===== config.mk =====
export PLATFORM = sky130hd
export DESIGN_NAME = rf_operand_fetch_flat
export DESIGN_NICKNAME = d
export VERILOG_FILES = /design/src/rtl/rf_operand_fetch_pkg.sv /design/src/rtl/rf_operand_fetch_if.sv /design/src/rtl/rf_operand_fetch_scoreboard.sv /design/src/rtl/rf_operand_fetch.sv /design/src/flat_wrapper.sv
export SDC_FILE = /design/constraint.sdc
export NUM_CORES = 1
export LEC_CHECK = 0
export CAP_MARGIN = 5
export CORE_ASPECT_RATIO = 0.75
export CORE_UTILIZATION = 50
export DETAILED_ROUTE_END_ITERATION = 6
export PLACE_DENSITY = 0.86
export SYNTH_ARGS = -nofsm -noshare
export SYNTH_HDL_FRONTEND = slang
export SYNTH_HIERARCHICAL = 1
export SYNTH_SLANG_ARGS = --single-unit

===== constraint.sdc =====
create_clock -name clk -period 11.4 [get_ports clk]
set_clock_uncertainty 0.1 [all_clocks]
set_input_delay 1.71 -clock clk [delete_from_list [all_inputs] [get_ports clk]]
set_output_delay 1.71 -clock clk [all_outputs]
set_load 0.01 [all_outputs]

===== src/rtl/rf_operand_fetch_pkg.sv =====
`default_nettype none
// ============================================================================
// Module      : rf_of_pkg
// Description : Shared types and constants for the register-file operand
//               fetch stage (D-stage state encoding, zero register, defaults).
// Revision    : 1.0  initial release
// ============================================================================
package rf_of_pkg;

    localparam int DLEN_DEF = 32;
    localparam int ALEN_DEF = 5;
    localparam int REG_ZERO = 0;

    typedef enum logic [1:0] {
        D_IDLE  = 2'd0,
        D_READ  = 2'd1,
        D_STALL = 2'd2
    } d_state_t;

endpackage
`default_nettype wire


===== src/rtl/rf_operand_fetch_if.sv =====
`default_nettype none
// ============================================================================
// Module      : rf_operand_fetch_if
// Description : Issue, execute, register-file and writeback signals of the
//               operand fetch stage. Names are from the fetch stage's view.
// Revision    : 1.0  initial release
// ============================================================================
interface rf_operand_fetch_if #(
    parameter int DLEN = 32,
    parameter int ALEN = 5
);
    // issue side
    logic            i_valid;
    logic            o_ready;
    logic [ALEN-1:0] i_rs1;
    logic [ALEN-1:0] i_rs2;
    logic [ALEN-1:0] i_rd;
    logic            i_rd_wen;
    // execute side
    logic            o_valid;
    logic            i_ready;
    logic [DLEN-1:0] o_op_a;
    logic [DLEN-1:0] o_op_b;
    logic [ALEN-1:0] o_rd;
    logic            o_rd_wen;
    // register file read ports
    logic [ALEN-1:0] o_raddr_a;
    logic [ALEN-1:0] o_raddr_b;
    logic [DLEN-1:0] i_rdata_a;
    logic [DLEN-1:0] i_rdata_b;
    // writeback bus and register file write port
    logic            i_wb_valid;
    logic [ALEN-1:0] i_wb_addr;
    logic [DLEN-1:0] i_wb_data;
    logic            o_rf_wen;
    logic [ALEN-1:0] o_rf_waddr;
    logic [DLEN-1:0] o_rf_wdata;

    modport slave (
        input  i_valid, i_rs1, i_rs2, i_rd, i_rd_wen, i_ready,
               i_rdata_a, i_rdata_b, i_wb_valid, i_wb_addr, i_wb_data,
        output o_ready, o_valid, o_op_a, o_op_b, o_rd, o_rd_wen,
               o_raddr_a, o_raddr_b, o_rf_wen, o_rf_waddr, o_rf_wdata
    );

    modport master (
        output i_valid, i_rs1, i_rs2, i_rd, i_rd_wen, i_ready,
               i_rdata_a, i_rdata_b, i_wb_valid, i_wb_addr, i_wb_data,
        input  o_ready, o_valid, o_op_a, o_op_b, o_rd, o_rd_wen,
               o_raddr_a, o_raddr_b, o_rf_wen, o_rf_waddr, o_rf_wdata
    );

endinterface
`default_nettype wire


===== src/rtl/rf_operand_fetch_scoreboard.sv =====
`default_nettype none
// ============================================================================
// Module      : rf_scoreboard
// Description : Pending-write tracker. One busy bit per register; writeback
//               clears are applied before the lookups and before new sets,
//               so a same-cycle clear+set of one address leaves it busy.
// Revision    : 1.0  initial release
// ============================================================================
module rf_scoreboard
    import rf_of_pkg::*;
#(
    parameter int ALEN  = ALEN_DEF,
    parameter int NREGS = 1 << ALEN
) (
    input  wire logic            clk,
    input  wire logic            rst,
    input  wire logic            i_clr,
    input  wire logic [ALEN-1:0] i_clr_addr,
    input  wire logic            i_set,
    input  wire logic [ALEN-1:0] i_set_addr,
    input  wire logic [ALEN-1:0] i_look_a,
    input  wire logic [ALEN-1:0] i_look_b,
    input  wire logic [ALEN-1:0] i_look_c,
    output logic                 o_busy_a,
    output logic                 o_busy_b,
    output logic                 o_busy_c
);

    logic [NREGS-1:0] r_busy;
    logic [NREGS-1:0] w_wbclr;
    logic [NREGS-1:0] w_set;
    logic [NREGS-1:0] w_busy_eff;

    // One-hot clear/set masks; register zero can never become busy
    always_comb begin
        w_wbclr = '0;
        w_set   = '0;
        if (i_clr) begin
            w_wbclr[i_clr_addr] = 1'b1;
        end
        if (i_set && (i_set_addr != ALEN'(REG_ZERO))) begin
            w_set[i_set_addr] = 1'b1;
        end
        w_busy_eff = r_busy & ~w_wbclr;
    end

    assign o_busy_a = w_busy_eff[i_look_a];
    assign o_busy_b = w_busy_eff[i_look_b];
    assign o_busy_c = w_busy_eff[i_look_c];

    // Busy bits: clear first, then set
    always_ff @(posedge clk or posedge rst) begin
        if (rst) begin
            r_busy <= '0;
        end else begin
            r_busy <= w_busy_eff | w_set;
        end
    end

endmodule
`default_nettype wire


===== src/rtl/rf_operand_fetch.sv =====
`default_nettype none
// ============================================================================
// Module      : rf_operand_fetch
// Description : Two-stage operand fetch (D: address hold / hazard check,
//               E: operand register) in front of a 2R/1W register file, with
//               RAW/WAW stall, writeback forwarding and write-port drive.
// Revision    : 1.0  initial release
// ============================================================================
module rf_operand_fetch
    import rf_of_pkg::*;
#(
    parameter int DLEN = DLEN_DEF,
    parameter int ALEN = ALEN_DEF
) (
    input  wire logic           clk,
    input  wire logic           rst,
    rf_operand_fetch_if.slave   bus
);

    d_state_t        r_d_state;
    logic [ALEN-1:0] r_d_rs1;
    logic [ALEN-1:0] r_d_rs2;
    logic [ALEN-1:0] r_d_rd;
    logic            r_d_rd_wen;

    logic            r_e_valid;
    logic [DLEN-1:0] r_e_op_a;
    logic [DLEN-1:0] r_e_op_b;
    logic [ALEN-1:0] r_e_rd;
    logic            r_e_rd_wen;

    logic            w_d_valid;
    logic            w_busy_a;
    logic            w_busy_b;
    logic            w_busy_c;
    logic            w_hazard;
    logic            w_d_adv;
    logic            w_ready;
    logic            w_accept;
    logic [DLEN-1:0] w_fwd_a;
    logic [DLEN-1:0] w_fwd_b;

    assign w_d_valid = (r_d_state != D_IDLE);
    assign w_hazard  = w_d_valid & (w_busy_a | w_busy_b | (r_d_rd_wen & w_busy_c));
    assign w_d_adv   = w_d_valid & ~w_hazard & (~r_e_valid | bus.i_ready);
    assign w_ready   = ~w_d_valid | w_d_adv;
    assign w_accept  = bus.i_valid & bus.o_ready;

    assign bus.o_ready   = w_ready & ~rst;
    assign bus.o_raddr_a = w_d_valid ? r_d_rs1 : bus.i_rs1;
    assign bus.o_raddr_b = w_d_valid ? r_d_rs2 : bus.i_rs2;

    assign bus.o_valid  = r_e_valid;
    assign bus.o_op_a   = r_e_op_a;
    assign bus.o_op_b   = r_e_op_b;
    assign bus.o_rd     = r_e_rd;
    assign bus.o_rd_wen = r_e_rd_wen;

    // Writeback goes straight to the register file; never while in reset
    assign bus.o_rf_wen   = bus.i_wb_valid & (bus.i_wb_addr != ALEN'(REG_ZERO)) & ~rst;
    assign bus.o_rf_waddr = bus.i_wb_addr;
    assign bus.o_rf_wdata = bus.i_wb_data;

    rf_scoreboard #(
        .ALEN (ALEN)
    ) u_sb (
        .clk        (clk),
        .rst        (rst),
        .i_clr      (bus.i_wb_valid),
        .i_clr_addr (bus.i_wb_addr),
        .i_set      (w_d_adv & r_d_rd_wen),
        .i_set_addr (r_d_rd),
        .i_look_a   (r_d_rs1),
        .i_look_b   (r_d_rs2),
        .i_look_c   (r_d_rd),
        .o_busy_a   (w_busy_a),
        .o_busy_b   (w_busy_b),
        .o_busy_c   (w_busy_c)
    );

    // Operand select: x0 reads zero, same-cycle writeback beats the stale RF read
    always_comb begin
        w_fwd_a = bus.i_rdata_a;
        w_fwd_b = bus.i_rdata_b;
        if (r_d_rs1 == ALEN'(REG_ZERO)) begin
            w_fwd_a = '0;
        end else if (bus.i_wb_valid && (bus.i_wb_addr == r_d_rs1)) begin
            w_fwd_a = bus.i_wb_data;
        end
        if (r_d_rs2 == ALEN'(REG_ZERO)) begin
            w_fwd_b = '0;
        end else if (bus.i_wb_valid && (bus.i_wb_addr == r_d_rs2)) begin
            w_fwd_b = bus.i_wb_data;
        end
    end

    // D stage FSM: capture on accept, release on advance, else track hazard
    always_ff @(posedge clk or posedge rst) begin
        if (rst) begin
            r_d_state  <= D_IDLE;
            r_d_rs1    <= '0;
            r_d_rs2    <= '0;
            r_d_rd     <= '0;
            r_d_rd_wen <= 1'b0;
        end else if (w_accept) begin
            r_d_state  <= D_READ;
            r_d_rs1    <= bus.i_rs1;
            r_d_rs2    <= bus.i_rs2;
            r_d_rd     <= bus.i_rd;
            r_d_rd_wen <= bus.i_rd_wen;
        end else if (w_d_adv) begin
            r_d_state  <= D_IDLE;
        end else if (w_d_valid) begin
            r_d_state  <= w_hazard ? D_STALL : D_READ;
        end
    end

    // E stage: load on advance, drop once execute has taken it
    always_ff @(posedge clk or posedge rst) begin
        if (rst) begin
            r_e_valid  <= 1'b0;
            r_e_op_a   <= '0;
            r_e_op_b   <= '0;
            r_e_rd     <= '0;
            r_e_rd_wen <= 1'b0;
        end else if (w_d_adv) begin
            r_e_valid  <= 1'b1;
            r_e_op_a   <= w_fwd_a;
            r_e_op_b   <= w_fwd_b;
            r_e_rd     <= r_d_rd;
            r_e_rd_wen <= r_d_rd_wen;
        end else if (bus.i_ready) begin
            r_e_valid  <= 1'b0;
        end
    end

endmodule
`default_nettype wire


===== src/flat_wrapper.sv =====
// flat-port wrapper written by rule: the top's interface ports become plain ports
module rf_operand_fetch_flat import rf_of_pkg::*;
#(
    parameter int DLEN = DLEN_DEF,
    parameter int ALEN = ALEN_DEF
)
  (clk, rst, bus_i_valid, bus_i_rs1, bus_i_rs2, bus_i_rd, bus_i_rd_wen, bus_i_ready, bus_i_rdata_a, bus_i_rdata_b, bus_i_wb_valid, bus_i_wb_addr, bus_i_wb_data, bus_o_ready, bus_o_valid, bus_o_op_a, bus_o_op_b, bus_o_rd, bus_o_rd_wen, bus_o_raddr_a, bus_o_raddr_b, bus_o_rf_wen, bus_o_rf_waddr, bus_o_rf_wdata);
  rf_operand_fetch_if #(.DLEN(DLEN), .ALEN(ALEN)) bus_i ();
  input  wire logic clk;
  input  wire logic rst;
  input wire logic [$bits(bus_i.i_valid)-1:0] bus_i_valid;
  input wire logic [$bits(bus_i.i_rs1)-1:0] bus_i_rs1;
  input wire logic [$bits(bus_i.i_rs2)-1:0] bus_i_rs2;
  input wire logic [$bits(bus_i.i_rd)-1:0] bus_i_rd;
  input wire logic [$bits(bus_i.i_rd_wen)-1:0] bus_i_rd_wen;
  input wire logic [$bits(bus_i.i_ready)-1:0] bus_i_ready;
  input wire logic [$bits(bus_i.i_rdata_a)-1:0] bus_i_rdata_a;
  input wire logic [$bits(bus_i.i_rdata_b)-1:0] bus_i_rdata_b;
  input wire logic [$bits(bus_i.i_wb_valid)-1:0] bus_i_wb_valid;
  input wire logic [$bits(bus_i.i_wb_addr)-1:0] bus_i_wb_addr;
  input wire logic [$bits(bus_i.i_wb_data)-1:0] bus_i_wb_data;
  output wire logic [$bits(bus_i.o_ready)-1:0] bus_o_ready;
  output wire logic [$bits(bus_i.o_valid)-1:0] bus_o_valid;
  output wire logic [$bits(bus_i.o_op_a)-1:0] bus_o_op_a;
  output wire logic [$bits(bus_i.o_op_b)-1:0] bus_o_op_b;
  output wire logic [$bits(bus_i.o_rd)-1:0] bus_o_rd;
  output wire logic [$bits(bus_i.o_rd_wen)-1:0] bus_o_rd_wen;
  output wire logic [$bits(bus_i.o_raddr_a)-1:0] bus_o_raddr_a;
  output wire logic [$bits(bus_i.o_raddr_b)-1:0] bus_o_raddr_b;
  output wire logic [$bits(bus_i.o_rf_wen)-1:0] bus_o_rf_wen;
  output wire logic [$bits(bus_i.o_rf_waddr)-1:0] bus_o_rf_waddr;
  output wire logic [$bits(bus_i.o_rf_wdata)-1:0] bus_o_rf_wdata;
  assign bus_i.i_valid = bus_i_valid;
  assign bus_i.i_rs1 = bus_i_rs1;
  assign bus_i.i_rs2 = bus_i_rs2;
  assign bus_i.i_rd = bus_i_rd;
  assign bus_i.i_rd_wen = bus_i_rd_wen;
  assign bus_i.i_ready = bus_i_ready;
  assign bus_i.i_rdata_a = bus_i_rdata_a;
  assign bus_i.i_rdata_b = bus_i_rdata_b;
  assign bus_i.i_wb_valid = bus_i_wb_valid;
  assign bus_i.i_wb_addr = bus_i_wb_addr;
  assign bus_i.i_wb_data = bus_i_wb_data;
  assign bus_o_ready = bus_i.o_ready;
  assign bus_o_valid = bus_i.o_valid;
  assign bus_o_op_a = bus_i.o_op_a;
  assign bus_o_op_b = bus_i.o_op_b;
  assign bus_o_rd = bus_i.o_rd;
  assign bus_o_rd_wen = bus_i.o_rd_wen;
  assign bus_o_raddr_a = bus_i.o_raddr_a;
  assign bus_o_raddr_b = bus_i.o_raddr_b;
  assign bus_o_rf_wen = bus_i.o_rf_wen;
  assign bus_o_rf_waddr = bus_i.o_rf_waddr;
  assign bus_o_rf_wdata = bus_i.o_rf_wdata;
  rf_operand_fetch #(.DLEN(DLEN), .ALEN(ALEN)) u_core (.clk(clk), .rst(rst), .bus(bus_i));
endmodule

* After elaboration in Yosys (flattened, before gate mapping)
Cells that the tools add are included.
** Cells by class
- Reduce and logical (&&, ||, !) cells :: 12
- Multiply operators :: 0
- Divide/modulo/power cells :: 0
- $add $sub $neg :: 0
- Order comparisons :: 6
- Mux-type cells :: 24
- Eq/ne operators :: 2
- Shifts and indexed selects :: 0
- Bitwise logic cells :: 20
** Operator list (number)
- $mux 32 :: 6
- $and 32x32->32 :: 1
- $not 32->32 :: 1
- $or 32x32->32 :: 1
- $lt 5x6->1 const B :: 4
- $bmux 1 s5 :: 3
- $demux 1 s5 :: 2
- $eq 5x5->1 :: 2
- $ge 5x1->1 const B :: 2
- $logic_not 5->1 :: 2
- $mux 5 :: 2
- $reduce_bool 5->1 :: 2
- $and 1x1->1 :: 9
- $mux 2 :: 4
- $mux 1 :: 7
- $logic_and 1x1->1 :: 5
- $not 1->1 :: 4
- $or 1x1->1 :: 4
- $reduce_bool 2->1 :: 2
- $reduce_bool 3->1 :: 1
** Word-level totals
- Bits in writable memories :: 0
- Memories kept :: 0
- Output and inout port bits :: 120
- Logic and storage cells :: 75
- Register bits :: 121
- Input bits :: 122
- Latch bits :: 0
- ROM bits :: 0

* Depth between registers and ports, before layout
Gate-level depths: netlist of the first run.
- Word-level depth :: 19
- Depth in mapped cells :: 16
- Depth with buffers taken out :: 12

* Cells and area by module
Netlist of the first run, hierarchy kept.
** By module, submodules not included
- rf_operand_fetch :: cells an instance 409, times used 1, area each 4608.2 um2, sequential area each 2227.1 um2
- rf_scoreboard :: cells an instance 317, times used 1, area each 2658.8 um2, sequential area each 800.8 um2

* Worst setup path before layout of the first run
No wires, ideal clock.
- Kind :: in2out
- Start point :: input port rst
- End point :: output port bus_o_rf_wen
- Setup slack :: 5.566 ns
- Buffers on the path :: 0
- Data required time :: 9.590 ns
- Data arrival time :: 4.024 ns
- Cell stages on the path :: 2
- Cells stage by stage :: inv_1 o311a_1
** On the way
- Word-level cells in the longest chain between the ends :: 2
** Ends and longest elaborated chain
- start, declared :: RTL line flat_wrapper.sv:10 : input wire logic rst;
- $not 1->1 :: RTL line rf_operand_fetch.sv:60 : assign bus.o_rf_wen = bus.i_wb_valid & (bus.i_wb_addr != ALEN'(REG_ZERO)) & ~rst;
- $and 1x1->1 :: RTL line rf_operand_fetch.sv:60
- end, declared :: RTL line flat_wrapper.sv:30 : output wire logic [$bits(bus_i.o_rf_wen)-1:0] bus_o_rf_wen;
No other way between the ends.

* Worst setup path in the final report of the first run
- Start point :: input port bus_i_wb_addr[4]
- End point :: output port bus_o_ready
** On the way
- Word-level cells in the longest chain between the ends :: 17
- Elaborated cells on any way between the ends :: 23
- Classes of those cells :: order compare (2); mux (9); bitwise (11); reduce/logical (1)
** Ends and longest elaborated chain
- start, declared :: RTL line flat_wrapper.sv:20 : input wire logic [$bits(bus_i.i_wb_addr)-1:0] bus_i_wb_addr;
- $lt 5x6->1 (implied by the code) / $ge 5x1->1 (equally long branches) :: RTL line rf_operand_fetch_scoreboard.sv:39 : w_wbclr[i_clr_addr] = 1'b1;
- $logic_and 1x1->1 (implied by the code) :: RTL line rf_operand_fetch_scoreboard.sv:39
- $mux 1 (implied by the code) :: RTL line rf_operand_fetch_scoreboard.sv:39
- $demux 1 s5 * :: RTL line rf_operand_fetch_scoreboard.sv:39
- $mux 32 * :: RTL line rf_operand_fetch_scoreboard.sv:38 : if (i_clr) begin
- $not 32->32 * :: RTL line rf_operand_fetch_scoreboard.sv:44 : w_busy_eff = r_busy & ~w_wbclr;
- $and 32x32->32 * :: RTL line rf_operand_fetch_scoreboard.sv:44
- $bmux 1 s5 * :: RTL line rf_operand_fetch_scoreboard.sv:49 : assign o_busy_c = w_busy_eff[i_look_c];
- $mux 1 (implied by the code) * :: RTL line rf_operand_fetch_scoreboard.sv:49
- net u_core.w_busy_c :: RTL line rf_operand_fetch.sv:35 : logic w_busy_c;
- $and 1x1->1 * :: RTL line rf_operand_fetch.sv:44 : assign w_hazard = w_d_valid & (w_busy_a | w_busy_b | (r_d_rd_wen & w_busy_c));
- $or 1x1->1 * :: RTL line rf_operand_fetch.sv:44
- $and 1x1->1 * :: RTL line rf_operand_fetch.sv:44
- $not 1->1 * :: RTL line rf_operand_fetch.sv:45 : assign w_d_adv = w_d_valid & ~w_hazard & (~r_e_valid | bus.i_ready);
- $and 1x1->1 * (2 in series) :: RTL line rf_operand_fetch.sv:45
- $or 1x1->1 * :: RTL line rf_operand_fetch.sv:46 : assign w_ready = ~w_d_valid | w_d_adv;
- $and 1x1->1 * :: RTL line rf_operand_fetch.sv:49 : assign bus.o_ready = w_ready & ~rst;
- end, declared :: RTL line flat_wrapper.sv:22 : output wire logic [$bits(bus_i.o_ready)-1:0] bus_o_ready;
The timed path passes the listed nets; every way through them passes the cells marked *. The select of a mux whose other input is x is not followed.

==> flow_summary.toml, run 1 <==
[hold_path]
hold_class = "reg -> reg"
worstHoldPathCells = 2

[logic_synthesis]
synthAdderAreaFrac = 0
ys_seq_area_frac = 0.4167
synth-compound-area-share = 0.1489
syn_avg_cell_area_um2 = 10.01
synth_flop_cell = "dfrtp_1"
synth_edf_count = 0
synth_xor_area_frac = 0.01687
synth_top_cell_by_area = "dfrtp_1"
async_flop_share = 1.000
synthCells = 726
ys_top_cells_by_count = "121 x dfrtp_1, 96 x mux2i_1, 80 x nand2_1"
yosysUniqueCellTypes = 65
synth-warning-count = 6
syn_area_um2 = 7267
synth_top_area_frac = 0.4167
synth_top_family_by_area = "multiplexers"
synth_nets = 848
ys_ff_latch = 121
muxShareOfSynthArea = 0.1896
yosysMostFrequentCell = "dfrtp_1"
synth_area_leaders = "dfrtp_1 42%, mux2i_1 13%, o21ai_1 4.8%"
synth-simple-area-share = 0.1408

[worst_setup_path]
crit_path_max_incr_delay_ps = 880
worst_setup_path_end_kind = "primary output"
cp.arrival_ps = 5540
crit_slowest_cell = "clkdlybuf4s50_1"
critical_path_required_ps = 9590
cp_cell_sequence = "clkdlybuf4s50_1 -> nand4b_1 -> o21ai_0 -> mux2i_1 -> o311ai_0 -> o211ai_1 -> a211oi_2 -> a21oi_1 -> nor2_2 -> clkdlybuf4s50_1"
path_max_fanout = 19
reg2regPathDepth = 13
cp-start-kind = "input port"
cp_common_cell = "clkdlybuf4s50_1"
crit_type = "in -> out"

[cts]
cts_buffers = 17
htree_levels = 4
post_cts_resized = 0
clkTransAtPathRegs_ps = 60
hold_buffers = 0
post-cts-setup-buffer-count = 0
ctsRootBufferMaster = "clkbuf_16"
cts_tree = "built"
cts.sinks = 121
clk_latency_ps = 410
clk_path_buf_depth = 2

[global_routing]
grt_start_max_net_pins = 77
grt_pass1_wl_um = 38200
grt_pass1_vias = 6315
antenna_found_initial = 0
track_usage = 0.3428
grt_overflow = 0

[placement]
numPortBuffers = 241
gp_congestion = 0.9207
dp.cells = 1091
hpwlAfterDp_um = 18380

[routing]
drc_errors = 0
wl_per_cell_um = 22.65
drt_wl_total_um = 25440
postRouteAntennaNets = 0
dr.pass1.iters = 5
detail_route.iter0.violations = 599
routed_via_density = 5.918
num_vias = 6646

[job]
timing.max_cap.violations = 0

[timing]
worst_pin_slew_ps = 1165
max_slew_margin = 0.2205
period_share = 0.6448
finalMaxSlewViolations = 0
setup_viol = 0
fin_crit_ps = 7351
hold_viol = 0
fmax_ghz = 0.1360
rsz0062_at_grt = "no"
tns_ps = 0

[power_and_ir_drop]
leakagePower_nw = 3.999
pwr_density_cell_nw_per_um2 = 277.7
irDropWorstVdd_uv = 218.7

[floorplan]
die_width_um = 141.2
dieArea_um2 = 15020
num_rows = 37
die_height_um = 106.4
start_util = 0.5215
core-area_um2 = 13930
ioPinCount = 242

[cells_and_area]
antenna_cells = 0
finalNonFillerCells = 1123
drive_above_1_share = 0.08297
syn2layout_area_growth_pct = 37.57
finalNetCount = 1037
fill_cells = 1039

[outcome]
status = "finished clean"
==> per-stage QoR <==
stage / setup WS, ps / hold WS [ps] / total power (W) / area (µm²) / utilization
5_1_grt: 3964 / 402.9 / 0.002919 / 9997 / 0.7174
3_3_place_gp: 4217 / 360.7 / 0.002142 / 9361 / 0.6718
3_5_place_dp: 4211 / 369.2 / 0.002164 / 9361 / 0.6718
2_1_floorplan: 5566 / 351.8 / 0.001612 / 7267 / -
6_report: 4049 / 381.0 / 0.002776 / 9997 / 0.7174
4_1_cts: 4208 / 385.2 / 0.002763 / 9997 / 0.7174
==> layer usage <==
metal | vias up | GRT usage | share of wire
li1 | 2993 | - | -
met4 | 0 | 0.07997 | 0.011
met3 | 24 | 0.09459 | 0.10
met1 | 3244 | 0.4801 | 0.44
met2 | 385 | 0.5248 | 0.45
met5 | - | 0 | 0
==> power by group <==
group	leakage (nW)	switching (W)	internal, W
Combinational	2.16	0.000733	0.000621
Clock	0.310	0.000210	0.000375
Sequential	1.53	0.000200	0.000637
==> flip-flops by register name (all words and copies together) (netlist names) <==
signal	count
u_core/bus.o_rd_wen	1
u_core/r_d_rd_wen	1
u_core/bus.o_op_b	32
u_core/r_d_rs2	5
u_core/bus.o_valid	1
u_core/bus.o_rd	5
u_core/r_d_rs1	5
u_core/r_d_state	2
u_core/bus.o_op_a	32
u_core/u_sb/r_busy	32
u_core/r_d_rd	5
==> cells by family (layout without fill, tap and decap cells) <==
kind of cell	Yosys count	in the layout
buf+inv	83	285
mux	130	130
compound gates	186	186
flops	121	121
xor+xnor	14	14
simple gates	192	192
==> worst max-delay path, delay by kind of cell <==
kind	cells	cell delay (ps)
multiplexers	1	130
buffers and inverters	2	1450
AND/OR/NAND/NOR	2	610
AO/OA/AOI/OAI	5	1630
==> layout make-up <==
cell class                      count  area, µm²  share of cell area
Multi-Input combinational cell    522       3608              0.3610
Sequential cell                   121       3028              0.3029
Timing Repair Buffer              247       2457              0.2458
Clock buffer                       19      442.9             0.04431
Tap cell                          195      244.0             0.02441
Clock inverter                     13      192.7             0.01927
Inverter                            6      23.77            0.002378
==> layout by cell type, fill, tap and decap left out, types with 5 or more instances in the layout <==
cell type and count:
mux2_2 12, nand2_1 80, mux2_4 9, or4_1 6, buf_4 6, inv_1 5
nand3_1 9, mux2i_1 96, clkdlybuf4s50_1 241, nand3b_1 6, dfrtp_1 121, nor3_1 18
nor2_1 17, o21ai_1 69, nand2b_1 12, mux2_1 13, clkbuf_16 17, xnor2_1 5
a211oi_1 5, o21ai_0 61, xor2_1 9, a31oi_1 6, a21oi_1 14, nor4_1 6
==> worst paths after layout <==
path / startpoint / end / slack, ps
worst max-delay path: bus_i_wb_addr[4] / bus_o_ready / 4050
worst min-delay path: u_core/bus.o_op_a[28]$_DFFE_PP0P_ / u_core/bus.o_op_a[28]$_DFFE_PP0P_ / 380
worst max register to register: u_core/r_d_rs1[0]$_DFFE_PP0P_ / u_core/u_sb/r_busy[12]$_DFF_PP0_ / 6630
worst min register to register: u_core/bus.o_op_a[28]$_DFFE_PP0P_ / u_core/bus.o_op_a[28]$_DFFE_PP0P_ / 380
max in group asynchronous: rst / u_core/bus.o_op_b[28]$_DFFE_PP0P_ / 8210
min in group asynchronous: rst / u_core/r_d_rs1[0]$_DFFE_PP0P_ / 1730
Power figures use the tool's default switching activity.
==> inputs of run 2 (changes only) <==
- CORE_UTILIZATION: 50 -> 42
- PLACE_DENSITY: 0.86 -> 0.77
- clock period: 11.4 -> 6.2 ns (I/O delays scaled with it)
==> flow_summary.toml, run 2 (synthesized netlist as in run 1, its figures left out) <==
[floorplan]
dieArea_um2 = 17840
num_rows = 41
die_height_um = 115.9
start_util = 0.4306
ioPinCount = 242
core-area_um2 = 16880
die_width_um = 153.9

[worst_setup_path]
ff2ff_setup_slack_ps = 1640
crit_type = "in -> out"
cp_cell_sequence = "clkdlybuf4s50_1 -> nand4b_1 -> o21ai_0 -> o22a_1 -> nor3_1 -> nor4_1 -> o211ai_1 -> a211oi_2 -> a21oi_1 -> nor2_2 -> clkdlybuf4s50_1"
cp.arrival_ps = 4660
worst_setup_path_end_kind = "primary output"
cp_top_family = "buffers and inverters"
cp-start-kind = "input port"
cp_common_cell = "clkdlybuf4s50_1"
crit_slowest_cell = "clkdlybuf4s50_1"
critical_path_required_ps = 5170
crit_buf_inv = 2
crit_path_max_incr_delay_ps = 960
path_max_fanout = 19

[timing]
tns_ps = 0
fmax_ghz = 0.1759
hold_viol = 0
hold_ws_ps = 382.1
setup_viol = 0
rsz0062_at_grt = "no"
period_share = 0.9169
finalMaxSlewViolations = 0
fin_crit_ps = 5685
worst_pin_slew_ps = 1093
max_slew_margin = 0.2716

[cts]
htree_levels = 4
cts.sinks = 121
cts_buffers = 17
hold_buffers = 0
post_cts_resized = 0
cts_tree = "built"
clkTransAtPathRegs_ps = 50
clk_path_buf_depth = 2
ctsRootBufferMaster = "clkbuf_16"
clk_latency_ps = 420
post-cts-setup-buffer-count = 0

[global_routing]
track_usage = 0.2748
grt_overflow = 0
grt_pass1_wl_um = 37050
antenna_found_initial = 0
grt_start_max_net_pins = 73
grt_pass1_vias = 6329

[placement]
gp_congestion = 1.002
hpwlAfterDp_um = 17640
numPortBuffers = 241

[power_and_ir_drop]
irDropWorstVdd_uv = 323.3
pwr_density_cell_nw_per_um2 = 499.0
leakagePower_nw = 4.016

[routing]
routed_via_density = 5.701
drc_errors = 0
detail_route.iter0.violations = 868
dr.pass1.iters = 6
wl_per_cell_um = 21.10
drt_wl_total_um = 24260
num_vias = 6556
postRouteAntennaNets = 0

[cells_and_area]
final_cell_mix = "241 x clkdlybuf4s50_1, 121 x dfrtp_1, 96 x mux2i_1"
mostFrequentLayoutCell = "clkdlybuf4s50_1"
drive_above_1_share = 0.08877
antenna_cells = 0
syn2layout_area_growth_pct = 38.26
finalNetCount = 1044
finish.utilization = 0.5953

[hold_path]
hold_class = "reg -> reg"

[job]
timing.max_cap.violations = 0

[outcome]
status = "finished clean"
-- run 2: worst paths after layout --
kind                                                  from  cells past startpoint                                 to
min reg2reg                u_core/bus.o_rd_wen$_DFFE_PP0P_                      1    u_core/bus.o_rd_wen$_DFFE_PP0P_
max reg2reg                  u_core/r_d_rs1[0]$_DFFE_PP0P_                     12  u_core/bus.o_op_b[20]$_DFFE_PP0P_
min                        u_core/bus.o_rd_wen$_DFFE_PP0P_                      1    u_core/bus.o_rd_wen$_DFFE_PP0P_
min in group asynchronous                              rst                      2      u_core/r_d_rs2[2]$_DFFE_PP0P_
max in group asynchronous                              rst                      3  u_core/bus.o_op_b[13]$_DFFE_PP0P_
max                                       bus_i_wb_addr[2]                     11                        bus_o_ready
-- run 2: power by group --
part,internal (W),total [W],switching (W)
clock,0.000652,0.00102,0.000364
combinational,0.00116,0.00241,0.00126
sequential,0.00117,0.00158,0.000414
-- run 2: worst reg2reg max path, cell delays in order, from the launching register on --
cell,delay [ps]
dfrtp_1,1060
xnor2_1,220
nor2b_1,360
a211oi_1,150
a211oi_2,230
nor3_1,90
or4_1,530
a211oi_2,270
o21ai_2,120
nand2b_4,160
buf_4,350
o21bai_4,560
o21ai_1,290
-- run 2: area by class of cell --
cell class / instances / area [µm²]
fill: 1397 / 6830
multi-input combinational: 522 / 3608
sequential: 121 / 3028
timing repair buffer: 254 / 2510
clock buffer: 21 / 460.4
tap: 215 / 269.0
clock inverter: 11 / 146.4
inverter: 6 / 25.02
-- run 2: stage by stage --
step	instance area, µm²	power, W	instances	setup slack, ps
floorplan	7267	0.002964	726	1926
global placement	9440	0.003948	1118	674.2
detailed placement	9440	0.003964	1118	624.7
CTS	10050	0.004999	1150	576.6
global route	10050	0.005305	1150	362.9
finish	10050	0.005013	1150	514.9
-- run 2: metal layers --
metal / vias to the layer above / global-route usage / wire length (µm)
met5: - / 0.01852 / 28
met4: 2 / 0.08467 / 535
met3: 50 / 0.08788 / 2466
met2: 382 / 0.4097 / 10580
met1: 3135 / 0.3785 / 10650
li1: 2987 / - / -
